<file path="src/rtl/ysyx_25020047_mc_ctrl.sv">
// Multi-cycle NPC sequencer: fetch/decode/exec/mem/writeback with handshake watchdog and halt.
// Optional perf counters are built only when YSYX_25020047_PERF_CNT_EN is defined.
module ysyx_25020047_mc_ctrl #(
   parameter int unsigned TIMEOUT_CYCLES = 256,
   parameter int unsigned CNT_W          = 64
) (
   input  logic             clk,
   input  logic             rst,
   output logic             ifu_req_valid,
   input  logic             ifu_rsp_valid,
   output logic             inst_latch_en,
   input  logic             dec_is_mem,
   input  logic             dec_is_ebreak,
   input  logic             dec_is_illegal,
   input  logic             dec_rd_wen,
   output logic             lsu_req_valid,
   input  logic             lsu_req_ready,
   input  logic             lsu_rsp_valid,
   output logic             reg_wen,
   output logic             pc_wen,
   output logic             halt,
   output logic [1:0]       halt_code,
   output logic [CNT_W-1:0] cycle_cnt,
   output logic [CNT_W-1:0] instret_cnt
);

   typedef enum logic [2:0] {
      StIdle, StFetch, StDecode, StExec, StMemReq, StMemWait, StWb, StHalt
   } state_e;

   localparam int unsigned WdW = (TIMEOUT_CYCLES > 2) ? $clog2(TIMEOUT_CYCLES) : 1;
   localparam logic [WdW-1:0] WdMax = (TIMEOUT_CYCLES > 0) ? WdW'(TIMEOUT_CYCLES - 1) : '0;

   state_e         state_q, state_d;
   logic [1:0]     code_q, code_d;
   logic [WdW-1:0] wd_q, wd_d;
   logic           wd_expired;
   logic           waiting;

   assign wd_expired = (TIMEOUT_CYCLES != 0) && (wd_q == WdMax);
   assign waiting    = (state_q == StFetch) || (state_q == StMemReq) || (state_q == StMemWait);

   always_comb begin
      state_d = state_q;
      code_d  = code_q;
      unique case (state_q)
         StIdle:   state_d = StFetch;
         StFetch: begin
            if (ifu_rsp_valid) begin
               state_d = StDecode;
            end else if (wd_expired) begin
               state_d = StHalt;
               code_d  = 2'd2;
            end
         end
         StDecode: begin
            // Illegal outranks ebreak when the decoder flags both.
            if (dec_is_illegal) begin
               state_d = StHalt;
               code_d  = 2'd1;
            end else if (dec_is_ebreak) begin
               state_d = StHalt;
               code_d  = 2'd0;
            end else begin
               state_d = StExec;
            end
         end
         StExec:   state_d = dec_is_mem ? StMemReq : StWb;
         StMemReq: begin
            if (lsu_req_ready) begin
               state_d = lsu_rsp_valid ? StWb : StMemWait;
            end else if (wd_expired) begin
               state_d = StHalt;
               code_d  = 2'd3;
            end
         end
         StMemWait: begin
            if (lsu_rsp_valid) begin
               state_d = StWb;
            end else if (wd_expired) begin
               state_d = StHalt;
               code_d  = 2'd3;
            end
         end
         StWb:     state_d = StFetch;
         StHalt:   state_d = StHalt;
      endcase
   end

   // Any state change means the awaited event (or a halt) happened, so the count restarts.
   always_comb begin
      wd_d = '0;
      if (state_d == state_q && waiting && TIMEOUT_CYCLES != 0) begin
         wd_d = wd_q + WdW'(1);
      end
   end

   always_ff @(posedge clk) begin
      if (rst) begin
         state_q <= StIdle;
         code_q  <= 2'd0;
         wd_q    <= '0;
      end else begin
         state_q <= state_d;
         code_q  <= code_d;
         wd_q    <= wd_d;
      end
   end

   assign ifu_req_valid = (state_q == StFetch);
   assign inst_latch_en = (state_q == StFetch) && ifu_rsp_valid;
   assign lsu_req_valid = (state_q == StMemReq);
   assign reg_wen       = (state_q == StWb) && dec_rd_wen;
   assign pc_wen        = (state_q == StWb);
   assign halt          = (state_q == StHalt);
   assign halt_code     = code_q;

`ifdef YSYX_25020047_PERF_CNT_EN
   logic [CNT_W-1:0] cycle_q, instret_q;

   always_ff @(posedge clk) begin
      if (rst) begin
         cycle_q   <= '0;
         instret_q <= '0;
      end else begin
         if (state_q != StHalt) cycle_q <= cycle_q + CNT_W'(1);
         if (state_q == StWb) instret_q <= instret_q + CNT_W'(1);
      end
   end

   assign cycle_cnt   = cycle_q;
   assign instret_cnt = instret_q;
`else
   assign cycle_cnt   = '0;
   assign instret_cnt = '0;
`endif

endmodule

</file>
<file path="config.mk">
export PLATFORM = sky130hd
export DESIGN_NAME = ysyx_25020047_mc_ctrl
export DESIGN_NICKNAME = d
export VERILOG_FILES = /design/src/rtl/ysyx_25020047_mc_ctrl.sv
export SDC_FILE = /design/constraint.sdc
export NUM_CORES = 1
export LEC_CHECK = 0
export ABC_AREA = 1
export CORE_MARGIN = 10
export CORE_UTILIZATION = 34
export CTS_BUF_LIST = sky130_fd_sc_hd__clkbuf_2
export CTS_CLUSTER_SIZE = 28
export DETAILED_ROUTE_END_ITERATION = 8
export GPL_TIMING_DRIVEN = 0
export PLACE_DENSITY = 0.87
export SLEW_MARGIN = 20
export SYNTH_ARGS = -nofsm -noshare
export SYNTH_HDL_FRONTEND = slang
export SYNTH_SLANG_ARGS = --single-unit
</file>
<file path="constraint.sdc">
create_clock -name clk -period 2.1 [get_ports clk]
set_input_delay 0.42 -clock clk [delete_from_list [all_inputs] [get_ports clk]]
set_output_delay 0.42 -clock clk [all_outputs]
set_load 0.005 [all_outputs]
</file>
==> impl_metrics.ini, run 1 <==
[synth]
synth_top_flop_cell = dfxtp_1
yosysWarnings = 0
asyncSetResetFlopFracSynth_pct = 0
synth-edff-count = 0
share_of_the_synthesized_area_in_the_top_cell_type_pct = 54.0
yosys.area.top_type = buf_4
synth.top_cells.by_area = buf_4 (54%), dfxtp_1 (15%), nand2_1 (4.9%)
synthesis.area_mm2 = 0.00178
postSynthRegisterBits = 13
syn_avg_cell_area_um2 = 7.35
count_of_cell_types_in_the_netlist = 25
post_synth_inst_count = 242
ys_seq_area_share_pct = 14.6

[routing]
dr.first_iter.drc_count = 23
total_number_of_vias = 1453
wire_per_inst_um = 9.14
drt_first_pass_iters = 4
routed_via_count_divided_by_cell_count = 3.15
drc = 0
finalWirelength_mm = 4.22
drtAntennaViolNets = 0

[setup_path]
timing.critical_path.from_type = primary input
timing.critical_path.fanout_max = 4
max_stage_delay_ns = 0.42
slowest_stage = clkdlybuf4s50_1
worstPathCellList = clkdlybuf4s50_1, or2_4, nand2_2, o211ai_4, nor3b_2, buf_2
critical_path_arrival_ns = 1.59
crit_path_end_kind = primary output
critPathRequiredTime_ns = 1.68
critical_path_class = in2out

[pwr]
power_density_mw_per_mm2 = 628
max-vdd-ir-drop_mv = 0.555
part_of_the_total_power_dissipated_in_sequential_elements_pct = 23.0
sw_frac_of_total_pct = 45.2
internal-power_uw = 891
combinational_group_share_of_total_power_pct = 68.9
total_leakage_power_uw = 0.00161
p_clk_share_pct = 8.0
p_sw_uw = 736
p_total_uw = 1630

[cells_and_area]
finalNonFillerCells = 462
finish.net_count = 403
final_layout_size_suffix_gt1_share_pct = 44.4
post_route_design_area_mm2 = 0.00259
syn2layout_area_growth_pct = 45.6
num_antenna_cells = 0

[place]
place.detailed.instances = 455
buffer_ports.inserted = 16
placed_area_mm2 = 0.00250
globalplace.congestion = 0.857
dp_hpwl_mm = 3.89

[die]
core-area_mm2 = 0.00511
dieArea_mm2 = 0.00853
fp-row-count = 26
fp.dieW_um = 92.3
io_pins = 145
die_y_um = 92.3
initial_utilization_pct = 34.8

[clocking]
clkLatencyLatePin_ns = 0.28
tritoncts = done
cts-root-to-sink-buffers = 2
cts.hold.buffers_added = 0
cts_sinks = 13
clk_pin_slew_worst_paths_ns = 0.12
cts-buffers-inserted = 3
clk_root_buffer_cell = clkbuf_2
htree_num_levels = 1

[sta]
finalHoldViolations = 0
total_setup_violations_reported_at_the_end_of_the_flow = 0
maxClockFrequency_mhz = 498
final.min_clock_period_ns = 2.01
rsz_0062_raised_after_global_routing = no
finalSetupTns_ns = 0
slew_violations = 0
clock-skew-final_ns = 0.00393
hold_ws_ns = 0.459
finalCritPeriodShare_pct = 95.5

[global_route]
grt_max_degree = 9
grt_pass1_vias = 1370
globalRouteOverflowTotal = 0
grt_antenna_before_repair = 0
global_route_wire_length_before_repair_mm = 6.48
grt_use_total_pct = 9.10

[hold_path]
worst_hold_path_type = reg2reg

[run_status]
status = finished clean

[job]
drv_cap = 0
power groups by stage:
| stage | Clock, uW | Sequential (uW) | Combinational [uW] |
|---|---|---|---|
| final | 131 | 375 | 1120 |
| after global routing | 144 | 385 | 1260 |
| after CTS | 134 | 389 | 1000 |
| after detailed placement | 0 | 377 | 975 |
| after global placement | 0 | 376 | 958 |
| after floorplan | 0 | 365 | 759 |
synth_stat cells (2+ instances only):
| cell | instances |
|---|---|
| buf_4 | 128 |
| nand2_1 | 23 |
| dfxtp_1 | 13 |
| nor2_2 | 12 |
| inv_1 | 9 |
| nand3_1 | 9 |
| nor2_1 | 8 |
| nand2_2 | 6 |
| a21oi_1 | 5 |
| inv_2 | 5 |
| xor2_1 | 4 |
| o21ai_2 | 3 |
| nand3_2 | 2 |
| nand4_1 | 2 |
| nor2_4 | 2 |
| xnor2_1 | 2 |
layout by cell type, fill, tap and decap left out, types with 2 or more instances in the layout:
cell type and instances:
dfxtp_4 3, o21ai_2 3, nand3_2 2, inv_2 5, nor2_2 10, nand4_1 2
clkbuf_2 5, buf_4 130, dfxtp_1 10, inv_1 9, nand2_1 23, nand3_1 9
a21oi_1 5, conb_1 128, nand2_2 6, clkdlybuf4s50_1 12, nor2_4 4, nor2_1 8
xnor2_1 2, xor2_1 4, dlymetal6s2s_1 2
metrics by stage:
stage | util [%] | setup slack (ns)
final | 50.7 | 0.0937
after global routing | 50.7 | 0.0246
after CTS | 49.8 | -0.0165
after detailed placement | 49.0 | -0.402
after global placement | 49.0 | -0.375
after floorplan | - | 0.575
flip-flops by register name, indices dropped and copies added, names as in the netlist:
name / cells
state_q: 3
halt_code: 2
wd_q: 8
layout make-up:
type,instances,area [um^2]
Timing Repair Buffer,19,190
Multi-Input combinational cell,214,1010
Fill cell,494,2520
Inverter,14,52.6
Buffer,128,961
Sequential cell,13,272
Tap cell,70,87.6
Clock buffer,4,20.0
routing by layer:
metal,track usage [%],up-vias,wire (um)
li1,-,794,-
met1,8.21,574,1470
met2,16.8,80,2170
met3,5.57,5,553
met4,2.31,0,24
met5,0,-,0
cell families after synthesis:
family | count (synthesis) | share of synthesized area, %
buf+inv | 142 | 57.0
simple gates | 68 | 20.3
flops | 13 | 14.6
compound gates | 11 | 4.22
xor+xnor | 6 | 2.95
fa+ha+maj | 1 | 0.703
other cells | 1 | 0.211
worst max-delay path: cells and delay by family:
kind	cells	cell delay (ns)
AOI/OAI and AO/OA	1	0.09
and+or+nand+nor	3	0.52
buffers and inverters	2	0.55
final timing paths:
kind                             startpoint                        end  slack (ns)  cells after the start
setup / recovery              dec_is_ebreak                    reg_wen        0.09                      6
hold reg to reg   halt_code[1]$_SDFFE_PP0P_  halt_code[1]$_SDFFE_PP0P_        0.46                      2
setup reg to reg         wd_q[0]$_SDFF_PP0_         wd_q[2]$_SDFF_PP0_        0.34                     10
hold / removal    halt_code[1]$_SDFFE_PP0P_  halt_code[1]$_SDFFE_PP0P_        0.46                      2
what timing repair did:
action,in CTS,in global routing
buffers inserted,0,3
endpoints found under the setup margin,4,4
cloned,0,0
resized for setup,13,7
pin swaps,0,3
(Power assumes the default switching activity.)
==> run 2, diff against run 1 <==
- SLEW_MARGIN: 20 -> default
==> results of run 2 <==
The final DEF is identical to that of run 1; final timing and power are the same.
==> run 3, diff against run 2 <==
- GPL_ROUTABILITY_DRIVEN: default -> 0
==> results of run 3 <==
The final DEF is identical to that of run 1; final timing and power are the same.
